`config.mk`:
```
export PLATFORM = sky130hd
export DESIGN_NAME = jump_target_resolver
export DESIGN_NICKNAME = d
export VERILOG_FILES = /design/src/rtl/jr_fwd_pkg.sv /design/src/rtl/jr_fwd_select.sv /design/src/rtl/jump_target_resolver.sv
export SDC_FILE = /design/constraint.sdc
export NUM_CORES = 1
export LEC_CHECK = 0
export BUFFER_PORTS_ARGS = -buffer_cell sky130_fd_sc_hd__buf_4
export CORE_AREA = 4 4 96 98
export DETAILED_ROUTE_END_ITERATION = 6
export DIE_AREA = 0 0 100 102
export HOLD_SLACK_MARGIN = 0.15
export MAX_ROUTING_LAYER = met4
export PLACE_DENSITY = 0.85
export SLEW_MARGIN = 40
export SYNTH_ARGS = -nofsm -noshare
export SYNTH_HDL_FRONTEND = slang
export SYNTH_SLANG_ARGS = --single-unit
```
`constraint.sdc`:
```
create_clock -name iClk -period 3.5 [get_ports iClk]
set_clock_uncertainty 0.15 [all_clocks]
set_input_delay 0.7 -clock iClk [delete_from_list [all_inputs] [get_ports iClk]]
set_output_delay 0.7 -clock iClk [all_outputs]
set_load 0.05 [all_outputs]
```
`src/rtl/jr_fwd_pkg.sv`:
```
// Shared types and constants for the jump target resolver.
// Optional misalignment flag: define JR_MISALIGN_CHECK_EN.
package jr_fwd_pkg;

  localparam int JR_DATA_W  = 32;
  localparam int JR_ADDR_W  = 5;
  localparam int JR_NUM_FWD = 3;

  localparam logic [3:0] JR_WAIT_MAX = 4'd15;

  typedef enum logic [1:0] {
    ST_IDLE = 2'd0,
    ST_WAIT = 2'd1,
    ST_DONE = 2'd2
  } jr_state_e;

  function automatic logic [3:0] sat_inc(
    input logic [3:0] v
  );
    return (v == JR_WAIT_MAX) ? v : v + 4'd1;
  endfunction

endpackage

```
`src/rtl/jr_fwd_select.sv`:
```
// Priority forwarding select for the jump source register.
// Lowest channel index (youngest stage) wins; r0 never matches.
module jr_fwd_select
  import jr_fwd_pkg::*;
#(
  parameter int DATA_W  = JR_DATA_W,
  parameter int ADDR_W  = JR_ADDR_W,
  parameter int NUM_FWD = JR_NUM_FWD
) (
  input  logic [ADDR_W-1:0]         i_rs,
  input  logic [DATA_W-1:0]         i_reg_data,
  input  logic [NUM_FWD-1:0]        i_fwd_write,
  input  logic [NUM_FWD*ADDR_W-1:0] i_fwd_addr,
  input  logic [NUM_FWD-1:0]        i_fwd_ready,
  input  logic [NUM_FWD*DATA_W-1:0] i_fwd_data,
  output logic                      o_hit,
  output logic                      o_ready,
  output logic [DATA_W-1:0]         o_data
);

  logic w_rs_nz;
  assign w_rs_nz = |i_rs;

  // Walk oldest to youngest so the youngest match overwrites.
  always_comb begin
    o_hit   = 1'b0;
    o_ready = 1'b0;
    o_data  = i_reg_data;
    for (int k = NUM_FWD - 1; k >= 0; k--) begin
      if (i_fwd_write[k] && w_rs_nz &&
          i_fwd_addr[k*ADDR_W +: ADDR_W] == i_rs) begin
        o_hit   = 1'b1;
        o_ready = i_fwd_ready[k];
        o_data  = i_fwd_data[k*DATA_W +: DATA_W];
      end
    end
  end

endmodule

```
`src/rtl/jump_target_resolver.sv`:
```
// Resolves jr/jalr targets with forwarding and load-use stalls.
// Optional oMisaligned output: define JR_MISALIGN_CHECK_EN.
module jump_target_resolver
  import jr_fwd_pkg::*;
#(
  parameter int DATA_W  = JR_DATA_W,
  parameter int ADDR_W  = JR_ADDR_W,
  parameter int NUM_FWD = JR_NUM_FWD
) (
  input  logic                      iClk,
  input  logic                      iReset,
  input  logic                      iJrValid,
  input  logic [ADDR_W-1:0]         iJrRs,
  input  logic [DATA_W-1:0]         iIDRegReadData,
  input  logic                      iFlush,
  input  logic [NUM_FWD-1:0]        iFwdWrite,
  input  logic [NUM_FWD*ADDR_W-1:0] iFwdAddr,
  input  logic [NUM_FWD-1:0]        iFwdReady,
  input  logic [NUM_FWD*DATA_W-1:0] iFwdData,
  output logic                      oStall,
  output logic                      oTargetValid,
  output logic [DATA_W-1:0]         oJumpTarget,
  output logic [3:0]                oWaitCnt
`ifdef JR_MISALIGN_CHECK_EN
  ,
  output logic                      oMisaligned
`endif
);

  jr_state_e         r_state;
  logic              r_valid;
  logic [DATA_W-1:0] r_target;
  logic [3:0]        r_wait;

  logic              w_hit;
  logic              w_rdy;
  logic [DATA_W-1:0] w_src;
  logic              w_resolvable;
  logic              w_capture;

  jr_fwd_select #(
    .DATA_W  (DATA_W),
    .ADDR_W  (ADDR_W),
    .NUM_FWD (NUM_FWD)
  ) u_sel (
    .i_rs        (iJrRs),
    .i_reg_data  (iIDRegReadData),
    .i_fwd_write (iFwdWrite),
    .i_fwd_addr  (iFwdAddr),
    .i_fwd_ready (iFwdReady),
    .i_fwd_data  (iFwdData),
    .o_hit       (w_hit),
    .o_ready     (w_rdy),
    .o_data      (w_src)
  );

  assign w_resolvable = !w_hit || w_rdy;

  assign w_capture = !iFlush && w_resolvable &&
                     ((r_state == ST_IDLE && iJrValid) ||
                      r_state == ST_WAIT);

  assign oStall = iJrValid && (r_state != ST_DONE) && !iFlush;

  // oWaitCnt counts every cycle spent in WAIT, the capture cycle included.
  always_ff @(posedge iClk) begin
    if (iReset) begin
      r_state  <= ST_IDLE;
      r_valid  <= 1'b0;
      r_target <= '0;
      r_wait   <= '0;
    end else if (iFlush) begin
      r_state <= ST_IDLE;
      r_valid <= 1'b0;
      r_wait  <= '0;
    end else begin
      r_valid <= w_capture;
      if (w_capture) begin
        r_target <= w_src;
      end
      unique case (r_state)
        ST_IDLE: begin
          if (iJrValid) begin
            r_wait  <= '0;
            r_state <= w_resolvable ? ST_DONE : ST_WAIT;
          end
        end
        ST_WAIT: begin
          r_wait <= sat_inc(r_wait);
          if (w_resolvable) begin
            r_state <= ST_DONE;
          end
        end
        ST_DONE: r_state <= ST_IDLE;
        default: r_state <= ST_IDLE;
      endcase
    end
  end

  assign oTargetValid = r_valid;
  assign oJumpTarget  = r_target;
  assign oWaitCnt     = r_wait;

`ifdef JR_MISALIGN_CHECK_EN
  logic r_misaligned;

  always_ff @(posedge iClk) begin
    if (iReset) begin
      r_misaligned <= 1'b0;
    end else if (w_capture && (|w_src[1:0])) begin
      r_misaligned <= 1'b1;
    end
  end

  assign oMisaligned = r_misaligned;
`endif

endmodule

```
==> results_dict.tcl, run 1 <==
set metrics [dict create \
    clk_latency_ns 0.29 \
    gp_congestion 0.915 \
    crit_chain "buf_4, or4_4, o211ai_2, buf_4, or2_1, buf_4, a311oi_1, a21oi_1, o31ai_1" \
    grtUsageTotal_pct 23.7 \
    area_growth_pct 48.2 \
    pin_count 196 \
    synth-warning-count 0 \
    critPathRequiredTime_ns 3.51 \
    irDropWorstVdd_v 0.000153 \
    avgSynthCellArea_um2 7.97 \
    die_w_um 100 \
    start_kind "primary input" \
    maxSlewHeadroom_pct 57.7 \
    layout-drive-gt1-share_pct 41.3 \
    worstMarginPinSlew_ns 0.633 \
    cts-resized-gates 0 \
    hold_depth 2 \
    ys_seq_elements 39 \
    hold_class "flip-flop to flip-flop" \
    critPathKind "primary input to flip-flop" \
    via_per_inst 5.89 \
    synth_top_flop_cell "dfxtp_1" \
    placed_area_um2 4730 \
    vias 4028 \
    synth_top_area_share_pct 24.0 \
    fp.coreArea_um2 8470 \
    final-setup-viol-count 0 \
    final_util_pct 56.9 \
    synth-seq-area-share_pct 24.0 \
    layout.cells.non_filler 684 \
    fmax_mhz 351 \
    power_density_nw_per_um2 266 \
    crit_top_cell "buf_4" \
    async_flop_share_pct 0 \
    leakage_nw 1.97 \
    die_h_um 102 \
    fin_crit_sh_pct 81.5 \
    synth.cell_area_um2 3250 \
    die-area_um2 10200 \
    final_cell_area_um2 4820 \
    dp.cells 676 \
    crit_fanout 32 \
    rsz0062_at_grt "no" \
    clock_path_buffers 2 \
    diodes 0 \
    cp-end-kind "flip-flop" \
    drc_errors 0 \
    cts_tree "done" \
    synth_nets 567 \
    status "complete, no violations" \
    cp_slowest_stage_delay_ns 0.55 \
    place_hpwl_um 9760 \
    cp.depth 9 \
    wirelength_um 12500 \
    cp_num_buf_inv 3 \
    clkSinkCount 39 \
    hold_buffers 0 \
    fin_hold_ws_ns 0.380 \
    htreeDepth 2 \
    yosys-top-cells-area "dfxtp_1 (24%), a41oi_1 (8.6%), nor3b_1 (7.4%)" \
    numPortBuffers 195 \
    cp.arrival_ns 2.86 \
    drv_cap 0 \
    post_cts_buffers 0 \
    start_util_pct 38.4 \
    drt_pass1_iterations 5 \
    crit_slowest_cell "or4_4" \
    critical-path-top-delay-family "compound AO/OA/AOI/OAI gates" \
    grt_pass1_vias 3956 \
    num_rows 34 \
    layout.nets 734 \
    fin_crit_ns 2.85 \
    r2r_cells 5 \
    cts_buffers 5 \
    setup_tns_ns 0 \
    drt-initial-drc-count 371 \
    synthCells 408 \
    antenna_found_initial 0 \
    ant_nets 0 \
    drv_slew 0 \
    wl_per_cell_um 18.3 \
    ys_types 40 \
    yosys.area.top_type "dfxtp_1" \
    grt_pass1_wl_um 19000 \
    path_clk_slew_ns 0.08 \
    synth_edf_count 0 \
    grt.overflow.total 0 \
    cts_root_buffer "clkbuf_8" \
    grt_start_max_net_pins 54 \
    hold_viol 0 \
]
-- layer usage --
layer / track usage, % / routed length, µm / vias up / share of wire, %
met4: 11.4 / 523 / 0 / 4.2
met5: - / 0 / - / 0
met1: 29.0 / 5200 / 1865 / 42
met2: 38.8 / 6010 / 197 / 48
met3: 3.00 / 773 / 44 / 6.2
li1: - / - / 1922 / -
-- synth_stat cells (7+ instances only) --
cell and n:
o21ai_0 36, o31ai_1 7, o31ai_2 10, inv_1 21, dfxtp_1 39, a311oi_1 17
nor3b_1 32, nor2_1 8, xnor2_1 16, buf_2 13, a41oi_1 32, a21oi_1 17
a2bb2oi_1 14, o21ai_1 10, clkbuf_1 30, o21a_1 15, or3_1 20, nor3_1 20
a211oi_1 16
-- worst reg2reg max path, stage by stage (launching register included) --
cell and delay, ns:
dfxtp_1 0.41, o21bai_1 0.18, nor2_2 0.11, buf_4 0.35, o21ai_4 0.28, o31ai_1 0.32
-- sequential cells by signal (all words and copies together) (netlist names) --
register / cells
oJumpTarget: 32
oTargetValid: 1
oWaitCnt: 4
r_state: 2
-- power breakdown --
group / leakage, nW / switching, W / total [W] / internal (W)
Clock: 0.0477 / 0.000158 / 0.000294 / 0.000136
Sequential: 0.318 / 0.0000192 / 0.000487 / 0.000468
Combinational: 1.60 / 0.000270 / 0.000502 / 0.000232
Total: 1.97 / 0.000447 / 0.00128 / 0.000836
-- final timing paths --
check	start	end	slack, ns
worst min register to register	oWaitCnt[1]$_SDFFE_PP0P_	oWaitCnt[1]$_SDFFE_PP0P_	0.38
worst max register to register	r_state[0]$_SDFFE_PP0P_	oJumpTarget[19]$_SDFFE_PP0P_	1.61
worst max-delay path	iJrRs[0]	oJumpTarget[15]$_SDFFE_PP0P_	0.65
worst min-delay path	oWaitCnt[1]$_SDFFE_PP0P_	oWaitCnt[1]$_SDFFE_PP0P_	0.38
-- layout by cell type (no fill, tap or decap), drive strengths merged, types with 2 or more instances in the layout --
cell type / instances
xor2: 2
nand2: 4
dfxtp: 39
nand4: 4
nor2: 9
or3: 20
nor2b: 2
o31ai: 17
a41oi: 32
a311oi: 17
inv: 21
o21ai: 48
nor3b: 32
a211oi: 16
clkinv: 3
clkbuf: 5
buf: 208
o211ai: 4
nor3: 20
a21oi: 17
xnor2: 16
o21a: 15
a2bb2oi: 14
-- stage by stage --
stage                     total power [W]  setup WS (ns)
final                             0.00128          0.647
after global routing              0.00134          0.493
after CTS                         0.00129          0.661
after detailed placement         0.000995          0.353
after global placement           0.000984          0.401
after floorplan                  0.000767          0.792
-- cell type report --
| cell class | instances | area [µm²] |
|---|---|---|
| Clock buffer | 5 | 68.8 |
| Sequential cell | 39 | 781 |
| Fill cell | 751 | 3640 |
| Timing Repair Buffer | 208 | 1560 |
| Inverter | 21 | 78.8 |
| Tap cell | 108 | 135 |
| Multi-Input combinational cell | 300 | 2180 |
| Clock inverter | 3 | 15.0 |
-- logic make-up (layout without fill, tap and decap cells) --
logic type                 Yosys count  after routing  synth area share, %
adders and majority gates            1              1                0.385
DFF                                 39             39                 24.0
xor gates and xnor gates            18             18                 4.85
buffers and inverters               69            237                 9.27
and+or+nand+nor                     97             97                 18.5
AOI/OAI and AO/OA                  184            184                 43.0
Power figures use the tool's default switching activity.
==> run 2, diff against run 1 <==
--- a/config.mk
+++ b/config.mk
@@ -11,7 +11,7 @@
 export DIE_AREA = 0 0 100 102
 export HOLD_SLACK_MARGIN = 0.15
 export MAX_ROUTING_LAYER = met4
-export PLACE_DENSITY = 0.85
+export PLACE_DENSITY = 0.88
 export SLEW_MARGIN = 40
 export SYNTH_ARGS = -nofsm -noshare
 export SYNTH_HDL_FRONTEND = slang
==> constraint.sdc (replaced) <==
create_clock -name iClk -period 2.4 [get_ports iClk]
set_clock_uncertainty 0.15 [all_clocks]
set_input_delay 0.48 -clock iClk [delete_from_list [all_inputs] [get_ports iClk]]
set_output_delay 0.48 -clock iClk [all_outputs]
set_load 0.05 [all_outputs]
==> results_dict.tcl, run 2 (synthesis results as in run 1) <==
set metrics [dict create \
    start_kind "primary input" \
    layout_setup_ws_ns 0.00928 \
    area_growth_pct 60.0 \
    drv_cap 0 \
    path_clk_slew_ns 0.08 \
    wl_per_cell_um 18.7 \
    rr_endpoint "oJumpTarget[30]$_SDFFE_PP0P_" \
    maxSlewHeadroom_pct 59.9 \
    num_rows 34 \
    crit_top_cell "buf_4" \
    grt_start_max_net_pins 49 \
    worstSetupStartpoint "iJrRs[3]" \
    leakage_nw 2.15 \
    layout.nets 758 \
    power_density_nw_per_um2 376 \
    clk_latency_ns 0.29 \
    cp.arrival_ns 2.40 \
    worstMarginPinSlew_ns 0.601 \
    cp_slowest_stage_delay_ns 0.57 \
    status "complete, no violations" \
    diodes 0 \
    rrSetupSlack_ns 0.62 \
    hold_viol 0 \
    final-setup-viol-count 0 \
    fin_hold_ws_ns 0.250 \
    drv_slew 0 \
    drt_pass1_iterations 5 \
    layout_common_cells "buf_4 (224), dfxtp_1 (39), o21ai_0 (34)" \
    grt_pass1_vias 4035 \
    hold_depth 2 \
    drt-initial-drc-count 429 \
    crit_chain "buf_4, or4_4, o211ai_4, buf_4, or3_1, o211ai_2, buf_12, a41oi_1, o31ai_2" \
    hold_end "oWaitCnt[1]$_SDFFE_PP0P_" \
    grt.overflow.total 0 \
    die_w_um 100 \
    die-area_um2 10200 \
    via_per_inst 5.93 \
    antenna_found_initial 0 \
    gp_congestion 0.940 \
    grtUsageTotal_pct 24.8 \
    layout_commonest_cell "buf_4" \
    place_hpwl_um 10300 \
    r2r_start "r_state[0]$_SDFFE_PP0P_" \
    drc_errors 0 \
    irDropWorstVdd_v 0.000185 \
    cts_buffers 5 \
    pin_count 196 \
    critPathRequiredTime_ns 2.41 \
    hold_class "primary input to flip-flop" \
    r2r_cells 6 \
    numPortBuffers 195 \
    rsz0062_at_grt "yes" \
    cp_num_buf_inv 3 \
    crit_fanout 32 \
    fin_crit_ns 2.39 \
    place_ws_ns -0.341 \
    cts_tree "done" \
    fp.coreArea_um2 8470 \
    cp-end-kind "flip-flop" \
    crit_slowest_cell "or4_4" \
    grt_pass1_wl_um 19800 \
    ant_nets 0 \
    clkSinkCount 39 \
    vias 4195 \
    layout-drive-gt1-share_pct 45.7 \
    largest_reg_flops 32 \
    min_from "iReset" \
    clock_path_buffers 2 \
    cts_root_buffer "clkbuf_8" \
    htreeDepth 2 \
    wirelength_um 13200 \
    fmax_mhz 418 \
    fillers 706 \
    critPathKind "primary input to flip-flop" \
    die_h_um 102 \
    start_util_pct 38.4 \
    critical-path-top-delay-family "simple AND/OR/NAND/NOR gates" \
    fin_crit_sh_pct 99.6 \
]
-- run 2: cell types whose count changed in the layout (fill, tap and decap cells not counted), moves of 3 or more --
cell	delta
buf_4	+16
a41oi_1	-7
a41oi_2	+7
buf_12	+7
a311oi_1	-3
a311oi_2	+3
-- run 2: final cells by class --
type	instances	area (µm²)	share of cell area [%]
inverter	21	78.8	1.51
timing repair buffer	232	1830	35.2
sequential	39	781	15.0
tap	108	135	2.60
clock buffer	6	82.6	1.59
clock inverter	1	5.00	0.0962
multi-input combinational	300	2290	44.0
-- run 2: where the power goes --
group	switching, W	internal (W)	leakage [nW]
clock	0.000228	0.000226	0.0470
combinational	0.000414	0.000377	1.78
sequential	0.0000295	0.000683	0.318
-- run 2: worst max path at each step --
stage	slack, ns	end	depth (start not counted)
final	0.009	oJumpTarget[30]$_SDFFE_PP0P_	9
after global routing	-0.05	oJumpTarget[30]$_SDFFE_PP0P_	9
after CTS	0.004	oJumpTarget[24]$_SDFFE_PP0P_	8
after detailed placement	-0.34	oJumpTarget[24]$_SDFFE_PP0P_	8
after global placement	-0.29	oJumpTarget[22]$_SDFFE_PP0P_	8
after floorplan	-0.01	oJumpTarget[22]$_SDFFE_PP0P_	8
-- run 2: stage by stage --
step                      utilization (%)  TNS (ns)  power (W)  instance area, µm²  instances
after floorplan                         -    -0.125    0.00112                3250        408
after global placement               58.9     -5.22    0.00147                4990        700
after detailed placement             58.9     -7.00    0.00148                4990        700
after CTS                            60.1         0    0.00193                5080        707
after global routing                 61.5    -0.114    0.00204                5200        707
final                                61.5         0    0.00196                5200        707
-- run 2: worst reg2reg max path, cell delays in order (launching register included) --
cell and delay [ns]:
dfxtp_1 0.41, o21bai_1 0.17, nor2_2 0.11, buf_4 0.34
nor3b_1 0.12, a41oi_1 0.25, o31ai_2 0.10
-- run 2: metal layers --
layer / vias up / track usage [%] / routed length [µm]
met1: 1931 / 29.5 / 5110
met4: 0 / 12.7 / 705
met3: 62 / 3.75 / 928
met2: 236 / 40.7 / 6470
li1: 1966 / - / -
met5: - / - / 0
-- run 2: what timing repair did --
action	in CTS	in global routing
pin swaps	0	3
resized for setup	2	20
hold buffers	0	0
buffers inserted	0	0
setup endpoints to repair	3	18
==> run 3, diff against run 2 <==
--- a/config.mk
+++ b/config.mk
@@ -6,12 +6,14 @@
 export NUM_CORES = 1
 export LEC_CHECK = 0
 export BUFFER_PORTS_ARGS = -buffer_cell sky130_fd_sc_hd__buf_4
-export CORE_AREA = 4 4 96 98
+export CELL_PAD_IN_SITES_DETAIL_PLACEMENT = 1
+export CELL_PAD_IN_SITES_GLOBAL_PLACEMENT = 2
+export CORE_AREA = 4 4 130 132
 export DETAILED_ROUTE_END_ITERATION = 6
-export DIE_AREA = 0 0 100 102
+export DIE_AREA = 0 0 134 136
 export HOLD_SLACK_MARGIN = 0.15
 export MAX_ROUTING_LAYER = met4
-export PLACE_DENSITY = 0.88
+export PLACE_DENSITY = 0.9
 export SLEW_MARGIN = 40
 export SYNTH_ARGS = -nofsm -noshare
 export SYNTH_HDL_FRONTEND = slang
==> results_dict.tcl, run 3 (synthesis results as in run 1) <==
set metrics [dict create \
    fillers 1832 \
    fin_crit_ns 2.36 \
    power_density_nw_per_um2 413 \
    wl_per_cell_um 19.3 \
    crit_slowest_cell "or4_4" \
    status "complete, no violations" \
    ant_nets 0 \
    largest_reg_flops 32 \
    htreeDepth 2 \
    hold_class "primary input to flip-flop" \
    irDropWorstVdd_v 0.000238 \
    worstMarginPinSlew_ns 0.651 \
    layout.cells.non_filler 835 \
    vias 4099 \
    p_total_w 0.00249 \
    grt_pass1_vias 4284 \
    cts_root_buffer "clkbuf_16" \
    area_growth_pct 85.1 \
    drt_pass1_iterations 4 \
    p_clk_share_pct 34.3 \
    fmax_mhz 423 \
    path_clk_slew_ns 0.06 \
    critPathKind "primary input to flip-flop" \
    start_util_pct 20.7 \
    die_h_um 136 \
    rsz0062_at_grt "yes" \
    grt_start_max_net_pins 49 \
    wirelength_um 16100 \
    crit_fanout 7 \
    diodes 0 \
    crit_top_cell "buf_6" \
    gp_congestion 0.890 \
    antenna_found_initial 0 \
    cp.arrival_ns 2.42 \
    clock_path_buffers 2 \
    fin_crit_sh_pct 98.5 \
    cp_slowest_stage_delay_ns 0.57 \
    clkSinkCount 39 \
    layout_common_cells "buf_4 (228), dfxtp_1 (39), nor3b_1 (32)" \
    drv_cap 0 \
    critical-path-top-delay-family "compound AO/OA/AOI/OAI gates" \
    final-setup-viol-count 0 \
    drt-initial-drc-count 122 \
    grt.overflow.total 0 \
    power.share.sequential_pct 28.6 \
    layout.nets 777 \
    hold_buffers 0 \
    layout-drive-gt1-share_pct 55.3 \
    drc_errors 0 \
    drv_slew 0 \
    maxSlewHeadroom_pct 56.5 \
    leakage_nw 2.41 \
    die-area_um2 18200 \
    place_hpwl_um 12400 \
    critPathRequiredTime_ns 2.45 \
    die_w_um 134 \
    pin_count 196 \
    clk_latency_ns 0.28 \
    fp.coreArea_um2 15700 \
    layout_commonest_cell "buf_4" \
    p_switching_w 0.000752 \
    numPortBuffers 195 \
    p_comb_share_pct 37.1 \
    cts_tree "done" \
    power_switching_share_pct 30.2 \
    grt_pass1_wl_um 23600 \
    crit_chain "buf_8, or4_4, o211ai_4, buf_6, or2_4, buf_6, nor2_4, o31a_1, o211ai_1" \
    hold_viol 0 \
    cts_buffers 5 \
    intPower_w 0.00174 \
    setup_tns_ns 0 \
    grtUsageTotal_pct 16.8 \
    dp.cells 811 \
    num_rows 46 \
    via_per_inst 4.91 \
    start_kind "primary input" \
    cp-end-kind "flip-flop" \
    cp_num_buf_inv 3 \
]
[run 3: layer usage]
layer	global-route usage [%]	share of wire (%)	wire length, µm	up-vias
met5	-	0	0	-
met4	4.80	2.7	434	0
met3	1.67	3.8	617	21
met2	29.0	51	8160	122
met1	21.0	43	6860	1950
li1	-	-	-	2006
[run 3: layout make-up]
class / count / area, µm² / share of cell area (%)
Multi-Input combinational cell: 300 / 2600 / 43.1
Timing Repair Buffer: 251 / 2110 / 35.0
Sequential cell: 39 / 781 / 13.0
Tap cell: 216 / 270 / 4.49
Clock buffer: 6 / 129 / 2.14
Inverter: 21 / 78.8 / 1.31
Clock inverter: 2 / 60.1 / 0.997
[run 3: final timing paths]
| path | cells after the start | slack [ns] | from | end |
|---|---|---|---|---|
| min | 2 | 0.29 | iReset | oWaitCnt[1]$_SDFFE_PP0P_ |
| max | 9 | 0.04 | iJrRs[3] | oJumpTarget[0]$_SDFFE_PP0P_ |
| min reg2reg | 2 | 0.38 | oJumpTarget[31]$_SDFFE_PP0P_ | oJumpTarget[31]$_SDFFE_PP0P_ |
| max reg2reg | 6 | 0.59 | r_state[0]$_SDFFE_PP0P_ | oJumpTarget[23]$_SDFFE_PP0P_ |
[run 3: worst reg2reg max path, cell delays in order, from the launching register on]
cell and delay, ns:
dfxtp_1 0.41, o21bai_1 0.18, nor2_2 0.11, buf_4 0.35
o21ai_4 0.11, buf_12 0.17, o31ai_2 0.24
[run 3: power by group through the flow]
stage	combinational, W	clock [W]	sequential (W)
floorplan	0.000280	0	0.000838
global placement	0.000775	0	0.000722
detailed placement	0.000789	0	0.000726
CTS	0.000861	0.000868	0.000712
global route	0.000982	0.000886	0.000717
finish	0.000922	0.000853	0.000713
[run 3: stage by stage]
step | area [µm²] | hold slack, ns | setup slack [ns] | utilization, %
2_1_floorplan | 3250 | 0.364 | -0.0126 | -
3_3_place_gp | 5140 | 0.354 | -0.376 | 32.7
3_5_place_dp | 5140 | 0.379 | -0.451 | 32.7
4_1_cts | 5640 | 0.288 | -0.00303 | 35.9
5_1_grt | 6020 | 0.304 | -0.0437 | 38.3
6_report | 6020 | 0.291 | 0.0365 | 38.3
[run 3: repair_timing]
item / CTS / global route
pin swaps: 25 / 25
gates cloned: 4 / 3
setup endpoints to repair: 32 / 34
setup buffers: 6 / 5
resized for setup: 40 / 56
hold endpoints to repair: 0 / 0
